--- src/rtl/cordic_atan2_seq.sv ---
// Iterative CORDIC vectoring engine: (x,y) -> (atan2 binary angle, gain-compensated magnitude),
// one micro-rotation per clock behind a valid/ready handshake on each side.
module cordic_atan2_seq #(
    parameter int W       = 16,
    parameter int ANGLE_W = 16,
    parameter int ITER    = 16,
    parameter int GAIN_Q  = 39797
) (
    input  logic                      clk,
    input  logic                      rst,
    input  logic                      in_valid,
    output logic                      in_ready,
    input  logic signed [W-1:0]       in_x,
    input  logic signed [W-1:0]       in_y,
    output logic                      out_valid,
    input  logic                      out_ready,
    output logic signed [ANGLE_W-1:0] out_angle,
    output logic [W:0]                out_mag
);

    localparam int XW = W + 2;
    localparam int ZW = ANGLE_W + 1;
    localparam int CW = (ITER > 1) ? $clog2(ITER) : 1;
    localparam int PW = XW + 17;
    localparam logic signed [ZW-1:0] QUARTER = ZW'(2 ** (ANGLE_W - 2));

    typedef enum logic [2:0] {S_IDLE, S_PRE, S_ITER, S_SCALE, S_DONE} state_t;

    state_t                     state_q, state_d;
    logic signed [XW-1:0]       x_q, x_d, y_q, y_d;
    logic signed [ZW-1:0]       z_q, z_d;
    logic [CW-1:0]              cnt_q, cnt_d;
    logic                       zero_q, zero_d;
    logic signed [ANGLE_W-1:0]  angle_q, angle_d;
    logic [W:0]                 mag_q, mag_d;

    // atan(2^-i)/pi scaled by 2^31; rescaled to the configured angle width with rounding.
    function automatic logic [31:0] atan_ref(input logic [4:0] idx);
        case (idx)
            5'd0:  return 32'd536870912;
            5'd1:  return 32'd316933406;
            5'd2:  return 32'd167458907;
            5'd3:  return 32'd85004756;
            5'd4:  return 32'd42667331;
            5'd5:  return 32'd21354465;
            5'd6:  return 32'd10679838;
            5'd7:  return 32'd5340245;
            5'd8:  return 32'd2670163;
            5'd9:  return 32'd1335087;
            5'd10: return 32'd667544;
            5'd11: return 32'd333772;
            5'd12: return 32'd166886;
            5'd13: return 32'd83443;
            5'd14: return 32'd41721;
            5'd15: return 32'd20860;
            5'd16: return 32'd10430;
            5'd17: return 32'd5215;
            5'd18: return 32'd2608;
            5'd19: return 32'd1304;
            5'd20: return 32'd652;
            5'd21: return 32'd326;
            5'd22: return 32'd163;
            5'd23: return 32'd81;
            5'd24: return 32'd41;
            5'd25: return 32'd20;
            5'd26: return 32'd10;
            5'd27: return 32'd5;
            5'd28: return 32'd3;
            5'd29: return 32'd1;
            5'd30: return 32'd1;
            default: return 32'd0;
        endcase
    endfunction

    function automatic logic signed [ZW-1:0] atan_step(input logic [4:0] idx);
        return ZW'((({32'd0, atan_ref(idx)} << ANGLE_W) + 64'h8000_0000) >> 32);
    endfunction

    function automatic logic [W:0] scale_mag(input logic signed [XW-1:0] x);
        logic [PW-1:0] prod;
        prod = PW'($unsigned(x)) * PW'(GAIN_Q) + PW'(1 << 15);
        return (W+1)'(prod >> 16);
    endfunction

    always_ff @(posedge clk or posedge rst) begin
        if (rst) state_q <= S_IDLE;
        else     state_q <= state_d;
    end

    always_comb begin
        state_d = state_q;
        case (state_q)
            S_IDLE:  if (in_valid) state_d = S_PRE;
            S_PRE:   state_d = S_ITER;
            S_ITER:  if (cnt_q == CW'(ITER - 1)) state_d = S_SCALE;
            S_SCALE: state_d = S_DONE;
            S_DONE:  if (out_ready) state_d = S_IDLE;
            default: state_d = S_IDLE;
        endcase
    end

    always_comb begin
        in_ready  = (state_q == S_IDLE);
        out_valid = (state_q == S_DONE);
    end

    always_comb begin
        x_d     = x_q;
        y_d     = y_q;
        z_d     = z_q;
        cnt_d   = cnt_q;
        zero_d  = zero_q;
        angle_d = angle_q;
        mag_d   = mag_q;
        case (state_q)
            S_IDLE: begin
                if (in_valid) begin
                    x_d    = {{2{in_x[W-1]}}, in_x};
                    y_d    = {{2{in_y[W-1]}}, in_y};
                    z_d    = '0;
                    zero_d = (in_x == '0) && (in_y == '0);
                end
            end
            // Fold left half-plane into the right so the rotations only need +-pi/2 of range.
            S_PRE: begin
                cnt_d = '0;
                if (x_q[XW-1]) begin
                    if (!y_q[XW-1]) begin
                        x_d = y_q;
                        y_d = -x_q;
                        z_d = QUARTER;
                    end else begin
                        x_d = -y_q;
                        y_d = x_q;
                        z_d = -QUARTER;
                    end
                end
            end
            S_ITER: begin
                cnt_d = cnt_q + CW'(1);
                if (!y_q[XW-1]) begin
                    x_d = x_q + (y_q >>> cnt_q);
                    y_d = y_q - (x_q >>> cnt_q);
                    z_d = z_q + atan_step(5'(cnt_q));
                end else begin
                    x_d = x_q - (y_q >>> cnt_q);
                    y_d = y_q + (x_q >>> cnt_q);
                    z_d = z_q - atan_step(5'(cnt_q));
                end
            end
            // A zero vector would otherwise accumulate every table entry into the angle.
            S_SCALE: begin
                mag_d   = scale_mag(x_q);
                angle_d = zero_q ? '0 : z_q[ANGLE_W-1:0];
            end
            default: ;
        endcase
    end

    always_ff @(posedge clk or posedge rst) begin
        if (rst) begin
            x_q     <= '0;
            y_q     <= '0;
            z_q     <= '0;
            cnt_q   <= '0;
            zero_q  <= 1'b0;
            angle_q <= '0;
            mag_q   <= '0;
        end else begin
            x_q     <= x_d;
            y_q     <= y_d;
            z_q     <= z_d;
            cnt_q   <= cnt_d;
            zero_q  <= zero_d;
            angle_q <= angle_d;
            mag_q   <= mag_d;
        end
    end

    assign out_angle = angle_q;
    assign out_mag   = mag_q;

endmodule

--- config.mk ---
export PLATFORM = sky130hd
export DESIGN_NAME = cordic_atan2_seq
export DESIGN_NICKNAME = d
export VERILOG_FILES = /design/src/rtl/cordic_atan2_seq.sv
export SDC_FILE = /design/constraint.sdc
export NUM_CORES = 1
export LEC_CHECK = 0
export CAP_MARGIN = 40
export CORE_MARGIN = 2
export CORE_UTILIZATION = 40
export CTS_BUF_LIST = sky130_fd_sc_hd__clkbuf_8
export DETAILED_ROUTE_END_ITERATION = 8
export SYNTH_ARGS = -nofsm -noshare
export SYNTH_HDL_FRONTEND = slang
export SYNTH_SLANG_ARGS = --single-unit
export TNS_END_PERCENT = 50
--- constraint.sdc ---
create_clock -name clk -period 6.8 [get_ports clk]
set_input_delay 1.36 -clock clk [delete_from_list [all_inputs] [get_ports clk]]
set_output_delay 1.36 -clock clk [all_outputs]
set_load 0.05 [all_outputs]
==> out/summary.txt, run 1 <==
Status: complete, no violations
CTS H-tree depth: 3
GP Congestion: 0.9214
Worst Path Max Fanout: 6
Commonest cells after routing, fill and taps aside: inv_1 (213), ha_1 (205), nand2_1 (147)
HP Start: out_angle[13]
R2r endpoint: out_mag[16]
Cell family with most CP delay: adder cells
Final nets: 2164
Final ANT Viol Nets: 0
Synth-to-Final Area Change: 10.19%
Synth Area in XOR/XNOR: 0.07054
Synth Area in Compound Gates: 0.1627
Vias in the first global route: 13120
Min-Delay Path Depth: 2
Slowest stage delay, CP: 0.55 ns
Synth Warn #: 0
Post-Synth Simple-Gate Area: 0.1399
Post-Route WL: 45.46 mm
Routed WL per cell: 19.55 um
Detailed Routing Iterations Pass 1: 6
Synth cell types: 88
Final worst slack: 0.3995 ns
Synth Flop Type: dfrtp_1
Die H: 200.9 um
Critical Path AT: 6.71 ns
Worst setup SP type: flop
Most frequent CP cell: fa_1
Top-Level Pins: 71
Cells after synthesis: 1751
Die Width: 200.9 um
HP Class: flop to flop
Crit. End Element: flop
# diodes: 0
Worst slew margin: 0.3811
Worst path bufs/invs: 5
CTS Hold Buffers Added: 0
Die ar.: 0.04035 mm^2
Final hold vios: 0
Post-route minimum period: 6.400 ns
Syn avg cell area: 8.854 um^2
Final period util: 0.9412
Post-Syn Nets: 2113
Grt ovf: 0
Worst slack at placement: -0.09455 ns
Layout cell share with drive strength beyond 1: 0.08522
Worst reg2reg path depth: 22
Most common cell after layout, fill and taps aside: inv_1
Slew @ Worst Pin: 0.9283 ns
Flop2flop setup slack: 0.40 ns
Core box area: 0.03847 mm^2
Initial antenna violation count: 0
Cell total after placement: 2303
Final Setup Violations: 0
Global-route wire length before repair: 73.41 mm
FMAX: 156.2 MHz
Post-synth EDFFs: 0
Worst skew pair latency: 0.43 ns
Post-synthesis adder-cell area fraction: 0.3217
Hold EP: out_angle[13]
Largest area contributor in the netlist: ha_1
Final setup TNS: 0 ns
Largest net degree at the start of global routing: 62
Drt via density: 5.604
HPWL Detailed: 35.86 mm
Filler Cell Count: 3754
Clock tree buffer depth: 2
CTS Buf Count: 9
RSZ-0062 raised after global routing: no
Clk slew on worst S/H paths: 0.12 ns
Top cell type's share of synthesized area: 0.1654
Final core utilization: 0.4441
CTS sink count: 93
Clock Skew: 0.01571 ns
Max-slew violations: 0
Max-cap viol count: 0
Post-Layout Cell Count: 2325
Post-synthesis sequential element count: 93
Post-synthesis mux area share: 0.07707
CP max-delay cell: fa_1
Row cnt: 72
Worst EP required: 7.11 ns
Worst-path cell chain: clkinvlp_4, fa_1, fa_1, inv_1, fa_1, fa_1, fa_1, inv_1, fa_1, inv_1, ha_1, nand4_1, nor4_1, a22oi_1, a211oi_2, buf_4, o211ai_1, a31oi_2, a211oi_1, o31ai_1, xnor2_1, o21ai_0
CTS tree: done
Initial drt markers: 1251
DR vias: 13030
Critical path class: flop to flop
Mapped cell area: 0.01550 mm^2
Initial Util: 0.4030
DRC errors left: 0
Largest family of logic cells by synthesized area: adder cells
Root Buffer: clkbuf_8
Synth async-reset ratio: 1.000
Post-synthesis sequential area ratio: 0.1501
Total GRT Usage: 0.2312
Worst r2r src: x_q[8]
Top cells by area, synth: ha_1 (17%), fa_1 (16%), dfrtp_1 (15%)
Number of port buffers: 70
[kinds of logic after synthesis]
| kind of cell | Yosys count |
|---|---|
| buffers and inverters | 300 |
| multiplexers | 74 |
| flip-flops | 93 |
| AO/OA/AOI/OAI | 391 |
| XOR/XNOR | 124 |
| AND/OR/NAND/NOR | 443 |
| adder cells (fa/ha/maj) | 326 |
[Yosys cell counts, drive strengths merged (9+ instances only)]
master and instances:
nor3 31, o21a 10, a21oi 100, and3 13, fa 121, dfrtp 93
ha 205, nor2 108, a211oi 16, or3 13, o31ai 14, nor2b 12
mux2i 27, mux2 13, nor4 11, inv 219, mux4 34, nand3 26
and2 9, nand2 147, a21o 16, o21ai 101, nand2b 29, xor2 46
xnor2 78, o22ai 24, buf 38, a31oi 15, a221oi 23, clkbuf 42
[layout make-up]
cell class | instances | area (um^2) | share of cell area
inverter | 220 | 832.0 | 0.04870
clock buffer | 9 | 123.9 | 0.007251
clock inverter | 7 | 72.57 | 0.004248
tap | 518 | 648.1 | 0.03794
sequential | 93 | 2332 | 0.1365
multi-input combinational | 1358 | 11990 | 0.7018
timing repair buffer | 120 | 1085 | 0.06350
[registers in the layout, summed over array words and instances, names as in the netlist]
name       flops
x_q           18
zero_q         1
z_q           16
state_q        3
out_mag       17
y_q           18
cnt_q          4
out_angle     16
[per-stage QoR]
stage          hold WS [ns]  area (um^2)
2_1_floorplan        0.4783        15500
3_3_place_gp         0.4611        16800
3_5_place_dp         0.4693        16830
4_1_cts              0.4969        17030
5_1_grt              0.5129        17080
6_report             0.4890        17080
[tightest hold or removal path, delay by kind of cell (launching register included)]
| kind | cells | cell delay [ns] |
|---|---|---|
| DFF | 1 | 0.36 |
| AOI/OAI and AO/OA | 1 | 0.06 |
| and+or+nand+nor | 1 | 0.05 |
[worst max-delay path by stage]
stage	startpoint	endpoint	cells after the start
6_report	x_q[8]	out_mag[16]	22
5_1_grt	x_q[8]	out_mag[16]	22
4_1_cts	x_q[8]	out_mag[16]	21
3_5_place_dp	x_q[8]	out_mag[16]	21
3_3_place_gp	x_q[8]	out_mag[16]	21
2_1_floorplan	x_q[7]	out_mag[16]	21
[routing by layer]
layer / part of all wire / GRT usage / vias to the layer above
met4: 0.026 / 0.06984 / 0
met5: 0 / 0 / -
li1: - / - / 6195
met2: 0.45 / 0.3590 / 426
met3: 0.068 / 0.03393 / 51
met1: 0.46 / 0.3328 / 6358
[timing repair]
action                                  4_1_cts  5_1_grt
endpoints found under the setup margin        3        5
pin swaps                                     0        2
buffers inserted                              0        6
resized for setup                             1        2
Power of run 1 is not shown: default switching activity piles up to over one toggle a cycle in this logic, so the estimate is an artifact.
==> run 2, diff against run 1 <==
Settings changed: CORE_UTILIZATION 40 to 60, PLACE_DENSITY set to 0.79, SETUP_SLACK_MARGIN set to 0.5.
==> run 2 against run 1 <==
Against the previous run: cell count shrank 7.8%; highest routed layer unchanged; non-clock buffer count grew 7; fmax grew 3.5%; routed wire length shrank 3.2%; die area shrank 33%; largest cell class unchanged; clock-buffer cell count is the same; sequential share of layout area is essentially flat.
==> out/summary.txt, run 2 (synthesized netlist as in run 1, its figures left out) <==
Vias in the first global route: 13130 (+0.091%)
Clock tree buffer depth: 2 (unchanged)
Initial drt markers: 1519 (+21%)
Slew @ Worst Pin: 0.8163 ns (-0.1120 ns)
Cell family with most CP delay: adder cells
Filler Cell Count: 2087 (-44%)
R2r endpoint: out_mag[16]
Initial Util: 0.6139 (+0.2109)
Core box area: 0.02525 mm^2 (-34%)
Worst EP required: 7.09 ns (-0.02 ns)
# diodes: 0 (unchanged)
Routed WL per cell: 20.51 um (+4.9%)
Min Hold Slack: 0.4930 ns (+0.004061 ns)
Global-route wire length before repair: 69.58 mm (-5.2%)
Final period util: 0.9092 (-0.03205)
Row cnt: 58 (-19%)
Detailed Routing Iterations Pass 1: 8 (+2)
Final ANT Viol Nets: 0 (unchanged)
CTS sink count: 93 (unchanged)
Max-slew violations: 0 (unchanged)
Crit. End Element: flop
Worst r2r src: x_q[8]
HP Start: out_mag[8]
Final setup TNS: 0 ns (unchanged)
DRC errors left: 0 (unchanged)
Post-route minimum period: 6.183 ns (-0.2179 ns)
Critical Path AT: 6.47 ns (-0.24 ns)
Hold EP: out_mag[8]
Area post-placement: 0.01666 mm^2 (-1.0%)
Slowest stage delay, CP: 0.55 ns (about the same)
DR vias: 13540 (+3.9%)
CP max-delay cell: fa_1
Worst slew margin: 0.4558 (+0.07467)
CTS Hold Buffers Added: 0 (unchanged)
Worst setup SP type: flop
Worst reg2reg path depth: 24 (+9.1%)
Post-Route WL: 43.98 mm (-3.2%)
Most common cell after layout, fill and taps aside: inv_1
Initial antenna violation count: 2 (+2)
CTS tree: done
FMAX: 161.7 MHz (+3.5%)
Commonest cells after routing, fill and taps aside: inv_1 (212), ha_1 (203), nand2_1 (147)
Worst slack at placement: 0.3331 ns (+0.4276 ns)
HP Class: flop to flop
CTS Buf Count: 9 (unchanged)
Largest net degree at the start of global routing: 48 (-23%)
Max-cap viol count: 0 (unchanged)
Synth-to-Final Area Change: 9.733%
Most frequent CP cell: fa_1
Critical path class: flop to flop
Layout cell share with drive strength beyond 1: 0.09316 (+0.007940)
Worst Path Max Fanout: 6 (unchanged)
Top-Level Pins: 71 (unchanged)
Grt ovf: 0 (unchanged)
CTS H-tree depth: 3 (unchanged)
HPWL Detailed: 34.51 mm (-3.7%)
Final worst slack: 0.6174 ns (+0.2179 ns)
Worst skew pair latency: 0.41 ns (-0.02 ns)
Worst-path cell chain: clkinvlp_4, buf_4, fa_1, fa_1, inv_1, fa_1, fa_1, fa_1, inv_1, fa_1, inv_1, ha_4, nand4_1, nor4_2, a22oi_2, a211oi_2, buf_4, o211ai_1, buf_4, a31oi_4, a211oi_2, o31ai_2, xnor2_1, o21ai_0
Die Width: 164.7 um (-18%)
Drt via density: 6.316 (+13%)
Number of port buffers: 70 (unchanged)
RSZ-0062 raised after global routing: no
Cell area after layout: 0.01701 mm^2 (-0.42%)
Sequential standard cell area: 0.002331 mm^2 (about the same)
Footprint of the multi-input gates: 0.01206 mm^2 (+0.58%)
GP Congestion: 1.015 (+10%)
Die ar.: 0.02714 mm^2 (-33%)
Min-Delay Path Depth: 2 (unchanged)
Final nets: 2171 (+0.32%)
Clk slew on worst S/H paths: 0.12 ns (about the same)
Worst path bufs/invs: 7 (+2)
Flop2flop setup slack: 0.62 ns (+0.22 ns)
Die H: 164.7 um (-18%)
Clock Skew: 0.01951 ns (+0.003803 ns)
Final hold vios: 0 (unchanged)
Status: complete, no violations
Final Setup Violations: 0 (unchanged)
Total GRT Usage: 0.3319 (+0.1007)
Root Buffer: clkbuf_8
run 2: cell types whose count changed in the layout (fill, tap and decap cells not counted), sizes merged:
cell / previous run / this run
buf: 49 / 55
clkdlybuf4s15: 1 / 2
clkinv: 3 / 5
clkinvlp: 2 / 1
inv: 222 / 221
run 2: worst max path at each step:
stage	from	endpoint	slack [ns]	cells after the start
2_1_floorplan	x_q[7]	out_mag[16]	0.71	21
3_3_place_gp	x_q[8]	out_mag[14]	0.50	23
3_5_place_dp	x_q[8]	out_mag[14]	0.33	23
4_1_cts	x_q[8]	out_mag[14]	0.51	25
5_1_grt	x_q[8]	out_mag[16]	0.38	24
6_report	x_q[8]	out_mag[16]	0.62	24
run 2: repair_timing:
item                                    4_1_cts  5_1_grt
resized for setup                             5       13
endpoints found under the setup margin        4        6
pin swaps                                     6       18
cloned                                        0        0
setup buffers                                 4        6
run 2: area by class of cell:
class                      count  area share
clock buffer                   9    0.007281
timing repair buffer         127     0.06965
sequential                    93      0.1370
clock inverter                 7    0.003971
inverter                     220     0.04891
multi-input combinational   1358      0.7089
tap                          330     0.02427
run 2: routing by layer:
| metal | up-vias | part of all wire | GRT usage |
|---|---|---|---|
| li1 | 6213 | - | - |
| met1 | 6485 | 0.41 | 0.4556 |
| met2 | 719 | 0.45 | 0.5242 |
| met3 | 124 | 0.098 | 0.07584 |
| met4 | 0 | 0.036 | 0.1040 |
| met5 | - | 0 | 0 |
run 2: tightest hold or removal path: stages, from the launching register on:
cell and delay (ns):
dfrtp_1 0.36, nand2_1 0.04, o21ai_0 0.06
run 2: through the flow:
step / util / instances
4_1_cts: 0.6691 / 2138
6_report: 0.6737 / 2144
5_1_grt: 0.6737 / 2144
3_5_place_dp: 0.6596 / 2118
3_3_place_gp: 0.6554 / 2111
2_1_floorplan: - / 1751
Power of run 2 is left out for the same reason.
==> run 3, diff against run 2 <==
Settings changed: CTS_CLUSTER_DIAMETER set to 200, GPL_ROUTABILITY_DRIVEN set to 1.
==> results of run 3 <==
Final layout, timing and power as in run 2 (identical DEF).
Power of run 3 is left out for the same reason.
==> variant, RTL diff (settings of run 3) <==
Re-encode `state_t` (5 states) as one-hot, 5 bits wide.
--- a/src/rtl/cordic_atan2_seq.sv
+++ b/src/rtl/cordic_atan2_seq.sv
@@ -24,7 +24,7 @@
     localparam int PW = XW + 17;
     localparam logic signed [ZW-1:0] QUARTER = ZW'(2 ** (ANGLE_W - 2));
 
-    typedef enum logic [2:0] {S_IDLE, S_PRE, S_ITER, S_SCALE, S_DONE} state_t;
+    typedef enum logic [4:0] {S_IDLE = 5'b00001, S_PRE = 5'b00010, S_ITER = 5'b00100, S_SCALE = 5'b01000, S_DONE = 5'b10000} state_t;
 
     state_t                     state_q, state_d;
     logic signed [XW-1:0]       x_q, x_d, y_q, y_d;
Formal check against the unedited RTL: same outputs for any inputs over 4 cycles, from zero or initial values and one cycle with rst high; so few cycles prove little.
==> variant against run 3 <==
- sequential cell count increased by 2
- utilization fell by 1.3 points
- final area is 0.84% higher
- critical path type unchanged
- synthesized area is 2.3% higher
- highest routed layer unchanged
- wire length grew 5.0%
- worst setup slack gained 0.13 ns
- clock skew shrank 0.0011 ns
- count of clock-buffer cells in the layout is the same
Power is left out: the tool's default activity adds up to more than one toggle a clock period on the data nets, which glitch-free logic cannot reach.
==> variant: results (changes against run 3) <==
status=completed; share of synthesized area spent on multiplexers=7.86% (+0.15 points); worst flop-to-flop path endpoint=out_mag[13]; parity-gate share of the synthesized area counting xor and xnor cells=7.07% (+0.018 points); biggest fanout along the worst timing path=7 (+1); slew at the pin closest to its max-slew limit=0.838 ns (+0.0216 ns); met1 routing resource usage after global routing=42.8% (-2.7 points); r2r setup slk=0.74 ns (+0.13 ns); number of gates resized after cts=0 (-5); iteration-0 DRC count of the detailed router=1,633 (+7.5%); worst hold margin=0.490 ns (-0.00269 ns); Cell Count, Final, Fillers Out=2,159 (+0.70%); WL met1=17.7 mm (-2.1%); met3 wire len=3.93 mm (-9.3%); detailed-routing iteration count for the pre-antenna-repair pass=6 (-2); met3 routing resource usage after global routing=5.04% (-2.5 points); area of the multi-input gates=12,300 um^2 (+2.2%); complex-gate fraction of the synthesized area=17.7% (+1.5 points); met2 routing resource usage after global routing=55.0% (+2.6 points); post-synthesis adder-cell area fraction=31.5% (-0.71 points); area of placed instances=16,900 um^2 (+1.3%); sequential-to-total area share from yosys stat=15.0% (about the same); dpl ws=0.540 ns (+0.207 ns); met2 routed WL=21.7 mm (+8.7%); average detailed-routed wire length per instance=21.4 um (+4.3%); number of antenna violations at the first check in global routing=0 (-2); Setup Fix Bufs, Post-CTS=0 (-4); worst min-delay path endpoint=out_angle[3]; Detail Placement HPWL=35.7 mm (+3.3%); last weighted congestion value of the routability-driven placer=0.987 (-2.8%); leading post-synthesis cells by cell area=ha_1 16%, fa_1 15%, dfrtp_1 15%, inv_1 5.0%, mux4_2 4.5%; fraction of layout cells with a size suffix above 1=8.06% (-1.3 points)
-- variant: cell count changes in the layout (fill, tap and decap cells not counted), moves of 14 or more --
cell      change
a221oi_1     -20
nor2_1       -29
o221ai_1     +24
o21ai_0      +14
a21oi_1      -17
nand2_1      +14
a22oi_1      +24
-- variant: cells by family (layout without fill, tap and decap cells) --
family                     after synthesis  in the layout
AOI/OAI and AO/OA                      421            421
xor gates and xnor gates               128            128
adders and majority gates              326            326
buffers and inverters                  294            338
DFF                                     95             95
muxes                                   78             78
and+or+nand+nor                        438            438
-- variant: worst max path at each step --
stage	endpoint	slack, ns
after CTS	out_mag[13]	0.53
final	out_mag[13]	0.74
after floorplan	out_mag[13]	0.94
after global routing	out_mag[13]	0.44
after detailed placement	out_mag[13]	0.54
after global placement	out_mag[9]	0.47
-- variant: layout make-up --
type                       instances  area share, %
clock inverter                     7          0.547
multi-input combinational       1391           71.9
timing repair buffer             109           5.78
clock buffer                       9          0.722
tap                              335           2.44
inverter                         213           4.72
sequential                        95           13.9
